File: src/rtl/rhs_seq_pkg.sv
// Shared types and constants for the RHS frame sequencer: FSM states, the default
// header magic, the timestamp length and the output buffer geometry.
package rhs_seq_pkg;

   typedef enum logic [2:0] {
      ST_HUNT,
      ST_MAGIC,
      ST_TSTAMP,
      ST_SAMPLES,
      ST_TAIL
   } seq_state_e;

   localparam logic [63:0] MAGIC_DEFAULT  = 64'h8d542c8a49712f0b;
   localparam int unsigned TSTAMP_WORDS   = 2;
   localparam int unsigned OUT_FIFO_DEPTH = 4;
   localparam int unsigned SAMPLE_W       = 16;
   localparam int unsigned STREAM_W       = 3;
   localparam int unsigned CHANNEL_W      = 5;
   localparam int unsigned ENTRY_W        = SAMPLE_W + STREAM_W + CHANNEL_W + 1;

   typedef struct packed {
      logic [SAMPLE_W-1:0]  data;
      logic [STREAM_W-1:0]  stream;
      logic [CHANNEL_W-1:0] channel;
      logic                 last;
   } out_entry_t;

   // Index of the highest enabled stream; 0 when nothing is enabled.
   function automatic logic [STREAM_W-1:0] top_stream(input logic [7:0] mask);
      logic [STREAM_W-1:0] idx;
      idx = '0;
      for (int i = 0; i < 8; i++) begin
         if (mask[i]) idx = STREAM_W'(i);
      end
      return idx;
   endfunction

endpackage

File: src/rtl/rhs_seq_out_fifo.sv
// Four-entry sample buffer with sticky overflow; a push into a full buffer is
// accepted when a pop frees a slot in the same cycle, otherwise it is dropped.
module rhs_seq_out_fifo
   import rhs_seq_pkg::*;
(
   input  logic               clk,
   input  logic               reset,
   input  logic               i_push,
   input  logic [ENTRY_W-1:0] i_entry,
   input  logic               i_pop,
   input  logic               i_ovf_clr,
   output logic               o_valid,
   output logic [ENTRY_W-1:0] o_entry,
   output logic               o_overflow
);

   localparam int unsigned PTR_W = $clog2(OUT_FIFO_DEPTH);
   localparam int unsigned CNT_W = PTR_W + 1;

   out_entry_t       r_mem [OUT_FIFO_DEPTH];
   logic [PTR_W-1:0] r_wr_ptr;
   logic [PTR_W-1:0] r_rd_ptr;
   logic [CNT_W-1:0] r_count;
   logic             r_overflow;

   logic w_pop;
   logic w_full;
   logic w_wr;
   logic w_drop;

   assign w_pop  = i_pop && (r_count != '0);
   assign w_full = (r_count == CNT_W'(OUT_FIFO_DEPTH));
   assign w_wr   = i_push && (!w_full || w_pop);
   assign w_drop = i_push && w_full && !w_pop;

   always_ff @(posedge clk) begin
      if (!reset) begin
         for (int i = 0; i < OUT_FIFO_DEPTH; i++) r_mem[i] <= '0;
         r_wr_ptr   <= '0;
         r_rd_ptr   <= '0;
         r_count    <= '0;
         r_overflow <= 1'b0;
      end else begin
         if (w_wr) begin
            r_mem[r_wr_ptr] <= i_entry;
            r_wr_ptr        <= r_wr_ptr + PTR_W'(1);
         end
         if (w_pop) r_rd_ptr <= r_rd_ptr + PTR_W'(1);
         case ({w_wr, w_pop})
            2'b10:   r_count <= r_count + CNT_W'(1);
            2'b01:   r_count <= r_count - CNT_W'(1);
            default: r_count <= r_count;
         endcase
         // A fresh drop outranks a clear in the same cycle.
         if (w_drop)         r_overflow <= 1'b1;
         else if (i_ovf_clr) r_overflow <= 1'b0;
      end
   end

   assign o_valid    = (r_count != '0);
   assign o_entry    = r_mem[r_rd_ptr];
   assign o_overflow = r_overflow;

endmodule

File: src/rtl/rhs_frame_sequencer.sv
// Frame sequencer: hunts the 64-bit header magic, skips timestamp and tail, and
// forwards samples of enabled streams tagged with stream/channel indices.
// Optional RHS_SEQ_TIMESTAMP_OUT_EN adds a timestamp output port.
module rhs_frame_sequencer
   import rhs_seq_pkg::*;
#(
   parameter logic [63:0] MAGIC        = MAGIC_DEFAULT,
   parameter int unsigned NUM_STREAMS  = 8,
   parameter int unsigned NUM_CHANNELS = 16,
   parameter int unsigned TAIL_WORDS   = 8
)(
   input  logic                   clk,
   input  logic                   reset,
   input  logic                   in_valid,
   input  logic [15:0]            in_data,
   input  logic [NUM_STREAMS-1:0] data_stream_en,
   input  logic                   ovf_clr,
   output logic                   out_valid,
   input  logic                   out_ready,
   output logic [15:0]            out_data,
   output logic [2:0]             out_stream,
   output logic [4:0]             out_channel,
   output logic                   out_last,
   output logic                   frame_start,
   output logic                   in_sync,
`ifdef RHS_SEQ_TIMESTAMP_OUT_EN
   output logic [31:0]            timestamp,
`endif
   output logic                   overflow
);

   localparam int unsigned SAMPLE_WORDS = NUM_CHANNELS * NUM_STREAMS;
   localparam int unsigned CNT_W        = 16;

   seq_state_e             r_state, w_state_nxt;
   logic [1:0]             r_k, w_k_nxt;
   logic [CNT_W-1:0]       r_cnt, w_cnt_nxt;
   logic [NUM_STREAMS-1:0] r_mask, w_mask_nxt;
   logic                   r_in_sync, w_sync_nxt;
   logic                   r_frame_start, w_fs_nxt;
   logic                   r_push, w_push_nxt;
   out_entry_t             r_push_entry, w_entry_nxt;

   logic [15:0]          w_magic_word;
   logic [7:0]           w_mask8;
   logic [STREAM_W-1:0]  w_stream;
   logic [CHANNEL_W-1:0] w_channel;
   logic [STREAM_W-1:0]  w_last_stream;
   logic                 w_enabled;
   logic                 w_is_last;
   out_entry_t           w_head;
   logic                 w_fifo_valid;

   // Sample word i belongs to channel i/NUM_STREAMS, stream i%NUM_STREAMS.
   assign w_magic_word  = MAGIC[{r_k, 4'b0000} +: 16];
   assign w_mask8       = 8'(r_mask);
   assign w_stream      = STREAM_W'(r_cnt % CNT_W'(NUM_STREAMS));
   assign w_channel     = CHANNEL_W'(r_cnt / CNT_W'(NUM_STREAMS));
   assign w_last_stream = top_stream(w_mask8);
   assign w_enabled     = w_mask8[w_stream];
   assign w_is_last     = (w_channel == CHANNEL_W'(NUM_CHANNELS - 1)) &&
                          (w_stream == w_last_stream);

   always_ff @(posedge clk) begin
      if (!reset) begin
         r_state       <= ST_HUNT;
         r_k           <= '0;
         r_cnt         <= '0;
         r_mask        <= '0;
         r_in_sync     <= 1'b0;
         r_frame_start <= 1'b0;
         r_push        <= 1'b0;
         r_push_entry  <= '0;
      end else begin
         r_state       <= w_state_nxt;
         r_k           <= w_k_nxt;
         r_cnt         <= w_cnt_nxt;
         r_mask        <= w_mask_nxt;
         r_in_sync     <= w_sync_nxt;
         r_frame_start <= w_fs_nxt;
         r_push        <= w_push_nxt;
         r_push_entry  <= w_entry_nxt;
      end
   end

   always_comb begin
      w_state_nxt = r_state;
      w_k_nxt     = r_k;
      w_cnt_nxt   = r_cnt;
      w_mask_nxt  = r_mask;
      w_sync_nxt  = r_in_sync;
      w_fs_nxt    = 1'b0;
      w_push_nxt  = 1'b0;
      w_entry_nxt = r_push_entry;
      if (in_valid) begin
         case (r_state)
            ST_HUNT, ST_MAGIC: begin
               if (in_data == w_magic_word) begin
                  if (r_k == 2'd3) begin
                     w_fs_nxt    = 1'b1;
                     w_sync_nxt  = 1'b1;
                     w_mask_nxt  = data_stream_en;
                     w_state_nxt = ST_TSTAMP;
                     w_k_nxt     = 2'd0;
                     w_cnt_nxt   = '0;
                  end else begin
                     w_k_nxt = r_k + 2'd1;
                  end
               end else begin
                  // Mismatch: a word equal to the first magic word restarts at k=1.
                  w_state_nxt = ST_HUNT;
                  w_sync_nxt  = 1'b0;
                  w_k_nxt     = (in_data == MAGIC[15:0]) ? 2'd1 : 2'd0;
               end
            end
            ST_TSTAMP: begin
               if (r_cnt == CNT_W'(TSTAMP_WORDS - 1)) begin
                  w_state_nxt = ST_SAMPLES;
                  w_cnt_nxt   = '0;
               end else begin
                  w_cnt_nxt = r_cnt + CNT_W'(1);
               end
            end
            ST_SAMPLES: begin
               w_push_nxt  = w_enabled;
               w_entry_nxt = '{data: in_data, stream: w_stream,
                               channel: w_channel, last: w_is_last};
               if (r_cnt == CNT_W'(SAMPLE_WORDS - 1)) begin
                  w_state_nxt = (TAIL_WORDS == 0) ? ST_MAGIC : ST_TAIL;
                  w_k_nxt     = 2'd0;
                  w_cnt_nxt   = '0;
               end else begin
                  w_cnt_nxt = r_cnt + CNT_W'(1);
               end
            end
            ST_TAIL: begin
               if (r_cnt == CNT_W'(TAIL_WORDS - 1)) begin
                  w_state_nxt = ST_MAGIC;
                  w_k_nxt     = 2'd0;
                  w_cnt_nxt   = '0;
               end else begin
                  w_cnt_nxt = r_cnt + CNT_W'(1);
               end
            end
            default: begin
               w_state_nxt = ST_HUNT;
               w_k_nxt     = 2'd0;
            end
         endcase
      end
   end

`ifdef RHS_SEQ_TIMESTAMP_OUT_EN
   logic [15:0] r_ts_lo;
   logic [31:0] r_timestamp;

   // Low word is staged so the visible timestamp changes only once per frame.
   always_ff @(posedge clk) begin
      if (!reset) begin
         r_ts_lo     <= '0;
         r_timestamp <= '0;
      end else if (in_valid && (r_state == ST_TSTAMP)) begin
         if (r_cnt == '0) r_ts_lo     <= in_data;
         else             r_timestamp <= {in_data, r_ts_lo};
      end
   end

   assign timestamp = r_timestamp;
`endif

   rhs_seq_out_fifo u_out_fifo (
      .clk        (clk),
      .reset      (reset),
      .i_push     (r_push),
      .i_entry    (r_push_entry),
      .i_pop      (out_ready),
      .i_ovf_clr  (ovf_clr),
      .o_valid    (w_fifo_valid),
      .o_entry    (w_head),
      .o_overflow (overflow)
   );

   assign out_valid   = w_fifo_valid;
   assign out_data    = w_head.data;
   assign out_stream  = w_head.stream;
   assign out_channel = w_head.channel;
   assign out_last    = w_head.last;
   assign frame_start = r_frame_start;
   assign in_sync     = r_in_sync;

endmodule

File: config.mk
export PLATFORM = sky130hd
export DESIGN_NAME = rhs_frame_sequencer
export DESIGN_NICKNAME = d
export VERILOG_FILES = /design/src/rtl/rhs_seq_pkg.sv /design/src/rtl/rhs_seq_out_fifo.sv /design/src/rtl/rhs_frame_sequencer.sv
export SDC_FILE = /design/constraint.sdc
export NUM_CORES = 1
export LEC_CHECK = 0
export CORE_UTILIZATION = 35
export CTS_CLUSTER_SIZE = 16
export DETAILED_ROUTE_END_ITERATION = 6
export MAX_ROUTING_LAYER = met4
export PLACE_DENSITY = 0.58
export SETUP_SLACK_MARGIN = 0.15
export SLEW_MARGIN = 15
export SYNTH_ARGS = -nofsm -noshare
export SYNTH_HDL_FRONTEND = slang
export SYNTH_SLANG_ARGS = --single-unit
File: constraint.sdc
create_clock -name clk -period 9 [get_ports clk]
set_clock_uncertainty 0.1 [all_clocks]
set_input_delay 2.7 -clock clk [delete_from_list [all_inputs] [get_ports clk]]
set_output_delay 2.7 -clock clk [all_outputs]
set_load 0.005 [all_outputs]
==> flow_summary.yaml <==
critical_path:
  arrival_ps: 5470
  crit_required_ps: 9210
  r2r-end: "r_cnt[6]$_SDFFE_PN0P_"
  critPathKind: "in2reg"
  crit_path_end_kind: "register"
  rr_worst_depth: 8
  rrSetupSlack_ps: 5820
  worst-path-max-fanout: 17
  crit_path_start_kind: "input port"
  reg2reg_from: "r_k[0]$_SDFFE_PN0P_"
route:
  drcViolationCount: 0
  drtIter0Drc: 522
  totalWireLength_um: 17500
  drt-wirelength-per-cell_um: 17.5
  antenna_left: 0
  num_vias: 5304
  firstDrtPassIters: 7
  viasPerCell: 5.29
timing:
  hold_slack_ps: 386
  fin_crit_sh_pct: 58.4
  fmaxAchievable_mhz: 190
  rsz0062_at_grt: "no"
  report.final.slew_viol_count: 0
  tns_ps: 0
  tightest_slew_ps: 1220
  hold_viol: 0
  period_needed_ps: 5260
  setup_viol: 0
  relSlewSlack_pct: 18.2
cells_and_area:
  filler_cell_count: 1944
  nNetsFinal: 754
  layout-drive-gt1-share_pct: 10.9
  final_common_cell: "edfxtp_1"
  fin_area_um2: 9190
  final_cell_mix: "edfxtp_1, and2_1, nand2_1, dfxtp_1, clkdlybuf4s50_1"
  area_growth_syn_to_layout_pct: 19.5
  diodes: 0
logic_synthesis:
  yosysUniqueCellTypes: 54
  async_flop_share_pct: 0
  synthFlopType: "edfxtp_1"
  syn_inst: 671
  synth_seq_area_share_pct: 56.5
  synthesis.nets: 710
  ys_warn_count: 0
  synth_edf_count: 100
  ys_seq_elements: 167
  avgSynthCellArea_um2: 11.5
  netlist_area_um2: 7690
clocking:
  htreeDepth: 4
  clock-sinks: 167
  cts_tree: "done"
  worstSkewPairLatency_ps: 420
  cts_setup_buffers: 0
  root_buffer: "clkbuf_16"
  holdBufCountCts: 0
  postCtsResizedCells: 0
  cts-buffers-inserted: 17
  clk_path_buf_depth: 2
  clk_pin_slew_ps: 70
power_and_ir_drop:
  p_total_uw: 1690
  vdd_drop_max_v: 0.000128
  cellLeakagePower_uw: 0.00320
  p_per_area_nw_per_um2: 184
die:
  start_util_pct: 36.1
  core_area_um2: 21300
  io_pins: 58
  die_x_um: 150
  dieArea_um2: 22600
  rows: 53
  die_h_um: 150
hold_path:
  min-delay-start: "r_push_entry[21]$_SDFFE_PN0P_"
  hold_depth: 2
  holdPathEnd: "r_push_entry[21]$_SDFFE_PN0P_"
  min_path_type: "reg2reg"
grt:
  grt_pass1_vias: 5270
  gr-usage-met3_pct: 3.64
  antenna_found_initial: 0
  top_usage_layer: "met2"
  grt_use_met1_pct: 20.9
  grt_use_met2_pct: 28.8
  grt_max_degree: 51
  grtUsageTotal_pct: 17.1
  grt_overflow_total: 0
  grt_pass1_wl_um: 28200
placement:
  port_buffers: 57
  gp_congestion: 0.871
  dp_hpwl_um: 11000
  dpl_cell_area_um2: 8540
run_status:
  outcome: "complete, no violations"
flow_run:
  drv_cap: 0
-- kinds of logic after synthesis --
group | count (synthesis) | synth area share [%]
XOR/XNOR | 15 | 1.71
AO/OA/AOI/OAI | 72 | 5.65
AND/OR/NAND/NOR | 308 | 21.5
flip-flops | 167 | 56.5
buffers and inverters | 56 | 2.93
adder cells (fa/ha/maj) | 10 | 1.73
multiplexers | 43 | 9.99
-- registers in the layout, summed over array words and instances (netlist names), named ones only --
name                   cells
frame_start                1
in_sync                    1
r_cnt                     16
r_k                        2
r_mask                     8
r_push                     1
r_push_entry              25
r_state                    3
u_out_fifo.o_overflow      1
u_out_fifo.r_count         3
u_out_fifo.r_mem         100
u_out_fifo.r_rd_ptr        2
u_out_fifo.r_wr_ptr        2
-- metrics by stage --
stage               util, %  cells  setup WS, ps
finish                 43.1   1003          3740
global route           43.1   1003          3650
CTS                    43.1   1003          3770
detailed placement     40.1    971          3330
global placement       40.1    971          3350
floorplan                 -    671          3260
-- routing by layer --
layer	part of all wire, %	vias to the layer above
li1	-	2523
met1	45	2634
met2	50	138
met3	4.6	9
met4	0.79	0
met5	0	-
-- Yosys cell counts, types with 3 or more instances --
library cell  count  share of area, %
nand3_1          28               1.8
buf_1             3              0.15
o21ai_0          12              0.78
or3_1             3              0.24
and2_1           77               6.3
edfxtp_1        100                39
dfxtp_1          67                17
mux4_2           27               7.9
ha_1              9               1.5
mux2i_1          16               2.1
nor3_1            6              0.39
a32oi_1           5              0.57
xnor2_1          10               1.1
and3_1           36               2.9
nor2_1           37               1.8
nand2_1          74               3.6
nand4_1          13               1.1
nand2b_1          4              0.33
inv_1            13              0.63
xor2_1            5              0.57
clkbuf_1         37               1.8
nor3b_1           3              0.29
nor4_1            8              0.65
a21oi_1          35               2.3
nor2b_1           4              0.33
-- worst max-delay path, cell delays in order --
cell	delay (ps)
clkdlybuf4s50_1	470
or3_1	390
a211o_1	300
or4b_4	570
or4_4	630
and2_4	210
o221a_1	190
-- area by class of cell --
type / instances / area [µm²] / area share [%]
multi-input cells: 448 / 3160 / 34.4
repair buffers: 67 / 646 / 7.03
flip-flops and latches: 167 / 4340 / 47.3
inverters: 14 / 52.6 / 0.572
clock inverters: 14 / 209 / 2.27
clock buffers: 18 / 429 / 4.67
well taps: 275 / 344 / 3.75
-- worst max-delay path by stage --
stage,startpoint,to,slack (ps),depth (start not counted)
after floorplan,out_ready,u_out_fifo.r_mem[0][0]$_SDFFCE_PN0P_,3260,5
after global placement,in_data[4],r_cnt[6]$_SDFFE_PN0P_,3350,7
after detailed placement,in_data[4],r_cnt[6]$_SDFFE_PN0P_,3330,7
after CTS,in_data[4],r_cnt[6]$_SDFFE_PN0P_,3770,7
after global routing,in_data[4],r_mask[6]$_SDFFE_PN0P_,3650,6
final,in_data[4],r_cnt[6]$_SDFFE_PN0P_,3740,7
-- where the power goes --
| group | switching (µW) | internal [µW] |
|---|---|---|
| clock | 319 | 474 |
| sequential | 5.67 | 830 |
| combinational | 32.3 | 32.9 |
| total | 357 | 1340 |
(Power assumes the default switching activity.)
==> patch 1, RTL diff (same settings) <==
Add a define of `RHS_SEQ_TIMESTAMP_OUT_EN`.
--- a/src/rtl/rhs_frame_sequencer.sv
+++ b/src/rtl/rhs_frame_sequencer.sv
@@ -3,2 +3,4 @@
 // Optional RHS_SEQ_TIMESTAMP_OUT_EN adds a timestamp output port.
+`define RHS_SEQ_TIMESTAMP_OUT_EN
+
 module rhs_frame_sequencer
Formal check against the unedited RTL (old outputs only; new: timestamp): equivalent (equiv_simple and equiv_induct, registers matched by name and starting in step).
==> patch 1 against the unedited design <==
The flow now finishes with violations (design-rule violations); synthesized area grew 22%; sequential cell count grew 48; worst setup slack lost 320 ps; sequential power grew 27%; clock power grew 30%; synthesized cell count grew 30%; register-to-register slack gained 280 ps; power grew 30%; sequential share of layout area shrank 0.89 points; final cell count grew 28%; routed wire length grew 25%; die area grew 22%; worst hold slack lost 35 ps; cell area grew 24%; largest power group unchanged.
==> patch 1: results (changes against the unedited design) <==
OUTCOME='finished with violations'
VIOLATIONS='design-rule violations'
LARGEST_REGISTER='u_out_fifo.r_mem'
MAXSLEWHEADROOM_PCT=28.7  # +11 points
NUMBER_OF_RESIZED_INSTANCES_IN_THE_POST_CTS_REPAIR_STEP=0  # unchanged
SYNTH_ENABLE_FLOP_CELLS=100  # unchanged
POST_LAYOUT_NONFILLER_INSTANCES=1288  # +28%
H-TREE-DEPTH=1  # -3
POST_ROUTE_CELLS_DRIVE_ABOVE_1_SHARE_PCT=10.5  # -0.36 points
YOSYSSEQAREASHARE_PCT=56.4  # -0.13 points
P_LEAK_nW=3.87  # +21%
SYNTH_COMMONEST_CELLS='sky130_fd_sc_hd__nand2_1 (138), sky130_fd_sc_hd__dfxtp_1 (115), sky130_fd_sc_hd__edfxtp_1 (100), sky130_fd_sc_hd__a21oi_1 (85), sky130_fd_sc_hd__and2_1 (80)'
CTS_BUFFERS=23  # +6
WORST_PATH_ARRIVAL_PS=2770  # -2700 ps
ANTENNA_CELLS_INSERTED=0  # unchanged
PIN_COUNT_OF_THE_BIGGEST_NET_ENTERING_GLOBAL_ROUTING=69  # +35%
POST_SYNTH_MAIN_AREA_CONTRIBUTORS='sky130_fd_sc_hd__edfxtp_1 (32%), sky130_fd_sc_hd__dfxtp_1 (24%), sky130_fd_sc_hd__mux4_2 (6.5%)'
NUMBER_OF_INPUT_AND_OUTPUT_PORT_BUFFERS_INSERTED=89  # +56%
POST_CTS.REPAIR.SETUP_BUFFERS=0  # unchanged
YS.FLOP_TYPE='sky130_fd_sc_hd__dfxtp_1'
POST_SYNTH_INST_COUNT=870  # +30%
YOSYSWARNINGCOUNT=0  # unchanged
DRT_FIRST_ITER_VIOLATIONS=383  # -27%
SYN-NUM-NETS=910  # +28%
WORST-PATH-MAX-FANOUT=16  # -1
YOSYS.CELL_TYPES.COUNT=66  # +22%
TOTAL_INSTANCE_COUNT_AFTER_DETAILED_PLACEMENT=1247  # +28%
MIN-DELAY-PATH-CLASS='reg2reg'
LARGEST_REG_FLOPS=100  # unchanged
POSTROUTEWIRELENGTH_MM=21.9  # +25%
CTS-ROOT-TO-SINK-BUFFERS=3  # +1
VIA_COUNT_OF_THE_FIRST_GLOBAL_ROUTING_PASS=6132  # +16%
DETAILROUTE.VIA_COUNT=6459  # +22%
FIRST_PASS_GRT_WIRE_LENGTH_MM=34.6  # +23%
GLOBALROUTETOTALUTIL_PCT=16.2  # -0.82 points
POST-ROUTE-DRC-COUNT=4  # +4
CLK_TRANSITION_REPORTED_PATHS_PS=60
DRT_PRE_ANTENNA_ITERS=7  # unchanged
CLK-INSERTION-DELAY-LATE_PS=500  # +80 ps
ASYNC_S_R_FF_SHARE_SYNTH_PCT=0  # unchanged
GP_ROUTABILITY_CONGESTION=0.755  # -13%
FINALNETCOUNT=977  # +30%
IR_DROP_uV=105  # -18%
ANTENNA_FOUND_INITIAL=0  # unchanged
PLACE_HPWL_MM=14.0  # +27%
CTS_ROOT_BUF='sky130_fd_sc_hd__clkbuf_16'
patch 1: changes by cell type after synthesis, moves of 8 or more:
cell | before | now
sky130_fd_sc_hd__nand2_1 | 74 | 138
sky130_fd_sc_hd__a21oi_1 | 35 | 85
sky130_fd_sc_hd__dfxtp_1 | 67 | 115
sky130_fd_sc_hd__buf_2 | 0 | 11
sky130_fd_sc_hd__o21ai_0 | 12 | 22
sky130_fd_sc_hd__or4_1 | 0 | 8
patch 1: cell type report:
class                   instances  area [um2]
multi-input cells             583        3850
inverters                      14        53.8
fillers                      2457       14800
repair buffers                100         973
well taps                     335         419
flip-flops and latches        215        5310
clock inverters                12         208
clock buffers                  29         618
patch 1: worst max-delay path, stage by stage, from the launching register on:
cell	delay, ps
sky130_fd_sc_hd__dfxtp_1	780
sky130_fd_sc_hd__buf_4	450
sky130_fd_sc_hd__mux4_2	550
sky130_fd_sc_hd__clkdlybuf4s50_1	470
patch 1: path summary, 6_finish.rpt:
| kind | start | to | slack (ps) | cells past startpoint |
|---|---|---|---|---|
| worst max-delay path | flip-flop | out_channel[0] | 3430 | 3 |
| worst min-delay path | r_ts_lo[9]$_SDFFE_PN0P_ | timestamp[9]$_SDFFE_PN0P_ | 350 | 2 |
| worst max register to register | r_cnt[10]$_SDFFE_PN0P_ | r_ts_lo[11]$_SDFFE_PN0P_ | 6100 | 6 |
| worst min register to register | r_ts_lo[9]$_SDFFE_PN0P_ | timestamp[9]$_SDFFE_PN0P_ | 350 | 2 |
patch 1: metrics by stage:
stage | setup WS, ps | cell area [um2] | utilization (%) | hold WS [ps]
4_1_cts | 3320 | 11400 | 43.6 | 352
5_1_grt | 3230 | 11400 | 43.6 | 370
3_3_place_gp | 3540 | 10600 | 40.5 | 337
3_5_place_dp | 3500 | 10600 | 40.5 | 341
2_1_floorplan | 3260 | 9410 | - | 331
6_report | 3430 | 11400 | 43.6 | 351
patch 1: kinds of logic (layout without fill, tap and decap cells):
family                     Yosys count  count (layout)  share of synthesized area [%]
and+or+nand+nor                    377             377                           20.6
DFF                                215             215                           56.4
AOI/OAI and AO/OA                  135             135                           8.30
buffers and inverters               72             155                           3.34
muxes                               47              47                           8.66
xor gates and xnor gates            13              13                           1.21
adders and majority gates           11              11                           1.54
patch 1: report_power, final:
group / internal [mW] / total, mW / switching, mW / leakage (nW)
clock: 0.656 / 1.03 / 0.377 / 0.406
combinational: 0.0463 / 0.107 / 0.0604 / 1.59
sequential: 1.05 / 1.06 / 0.0109 / 1.88
total: 1.75 / 2.20 / 0.448 / 3.87
patch 1: routing by layer:
metal / GRT usage [%] / vias up / routed length, um
met3: 2.50 / 29 / 809
met5: - / - / 0
li1: - / 3219 / -
met1: 22.0 / 3102 / 10600
met2: 25.7 / 109 / 10200
met4: 3.33 / 0 / 318
==> patch 2, RTL diff (config.mk and constraints unchanged) <==
Without the edit above. One comparison of `r_cnt` changes from == to >=.
--- a/src/rtl/rhs_frame_sequencer.sv
+++ b/src/rtl/rhs_frame_sequencer.sv
@@ -136,3 +136,3 @@
             ST_TAIL: begin
-               if (r_cnt == CNT_W'(TAIL_WORDS - 1)) begin
+               if (r_cnt >= CNT_W'(TAIL_WORDS - 1)) begin
                   w_state_nxt = ST_MAGIC;
Formal check against the unedited RTL: no difference found for any inputs over 10 cycles, from zero or initial values and one cycle with reset low; that may be too few to reach the edited logic, so the function may still have changed.
==> patch 2 against the unedited design <==
Worst setup slack improved by 190 ps; power decreased by 6.1%; count of clock-buffer cells in the layout decreased by 1; routed wire length decreased by 4.9%; cell area decreased by 0.61%; sequential cell count unchanged; synthesized area increased by 0.39%; non-clock buffer count unchanged; critical endpoint is now u_out_fifo.r_count[2]$_SDFFE_PN0P_; largest power group unchanged.
==> patch 2: results (changes against the unedited design) <==
WORST-PATH-MAX-FANOUT=30  # +13
DRT_FIRST_ITER_VIOLATIONS=309  # -41%
OUTCOME='complete, no violations'
NMULTIINPUTCOMBCELLS=440  # -1.8%
GP_ROUTABILITY_CONGESTION=0.853  # -2.0%
MAXSLEWHEADROOM_PCT=32.4  # +14 points
POST_ROUTE_CELLS_DRIVE_ABOVE_1_SHARE_PCT=12.3  # +1.4 points
POST_LAYOUT_NONFILLER_INSTANCES=1001  # -0.20%
IR_DROP_uV=135  # +5.8%
GRT_UTIL_MET1_PCT=19.1  # -1.9 points
YOSYS.CELL_TYPES.COUNT=59  # +9.3%
FRACTION_OF_AREA_IN_REGISTERS_PCT=47.6  # +0.29 points
FILLCELLCOUNT=1966  # +1.1%
NUMBER_OF_CLOCK_BUFFERS_IN_THE_LAYOUT=17  # -1
ROUTED_WIRE_LENGTH_PER_INSTANCE_UM=16.6  # -4.8%
YOSYSSEQAREASHARE_PCT=56.3  # -0.22 points
CP_SLOWEST_STAGE_DELAY_PS=410  # -220 ps
CLOCKNETWORKPOWER_uW=669  # -16%
SEQ_POWER_SHARE_PCT=52.8  # +3.5 points
DPL_CELL_AREA_MM2=0.00858  # +0.45%
MULTI_INPUT_COMB_AREA_MM2=0.00317  # +0.40%
PRE_CTS_SLACK_PS=3450  # +113 ps
SW_SHARE_PCT=22.8  # +1.7 points
SYNTH_AREA_PER_CELL_UM2=11.6  # +1.1%
GLOBALROUTETOTALUTIL_PCT=16.0  # -1.0 points
P_LEAK_nW=3.16  # -1.2%
DETAIL_ROUTE.VIAS_PER_CELL=5.19  # -1.9%
USE_MET3_PCT=3.12  # -0.52 points
WORST_PATH_ARRIVAL_PS=5310  # -160 ps
GRTUSAGEMET2_PCT=27.1  # -1.7 points
SYN-NUM-NETS=705  # -0.70%
PWR.GROUP.SEQUENTIAL_uW=840  # +0.5%
VIA_COUNT_OF_THE_FIRST_GLOBAL_ROUTING_PASS=5216  # -1.0%
## patch 2: changes by cell type after synthesis, moves of 5 or more
cell                       before  now
sky130_fd_sc_hd__and3_1        36   31
sky130_fd_sc_hd__clkbuf_1      37   29
sky130_fd_sc_hd__nand4_1       13    7
sky130_fd_sc_hd__or3_1          3   10
sky130_fd_sc_hd__nand3_1       28    9
sky130_fd_sc_hd__o22ai_1        0    9
sky130_fd_sc_hd__a21oi_1       35   42
sky130_fd_sc_hd__inv_1         13   20
sky130_fd_sc_hd__nor3_1         6   13
sky130_fd_sc_hd__nor2_1        37   32
sky130_fd_sc_hd__nand2_1       74   79
sky130_fd_sc_hd__buf_2          0    6
## patch 2: layer usage
layer | share of wire, % | wire length [um]
met5 | 0 | 0
met2 | 51 | 8470
met4 | 1.3 | 224
met3 | 3.5 | 584
met1 | 44 | 7390
## patch 2: kinds of logic (layout without fill, tap and decap cells)
logic type,count (synthesis),in the layout,share of synthesized area (%)
mux,40,40,9.58
simple gates,292,292,20.8
xor+xnor,14,14,1.59
flops,167,167,56.3
compound gates,84,84,6.94
buf+inv,59,119,3.10
fa+ha+maj,10,10,1.72
## patch 2: final timing paths
check / from / to / slack, ps / cells past startpoint
worst min-delay path: r_push$_SDFF_PN0_ / u_out_fifo.o_overflow$_SDFFE_PN0P_ / 390 / 2
worst max-delay path: out_ready / u_out_fifo.r_count[2]$_SDFFE_PN0P_ / 3930 / 11
worst max register to register: r_k[0]$_SDFFE_PN0P_ / r_cnt[1]$_SDFFE_PN0P_ / 6060 / 8
worst min register to register: r_push$_SDFF_PN0_ / u_out_fifo.o_overflow$_SDFFE_PN0P_ / 390 / 2
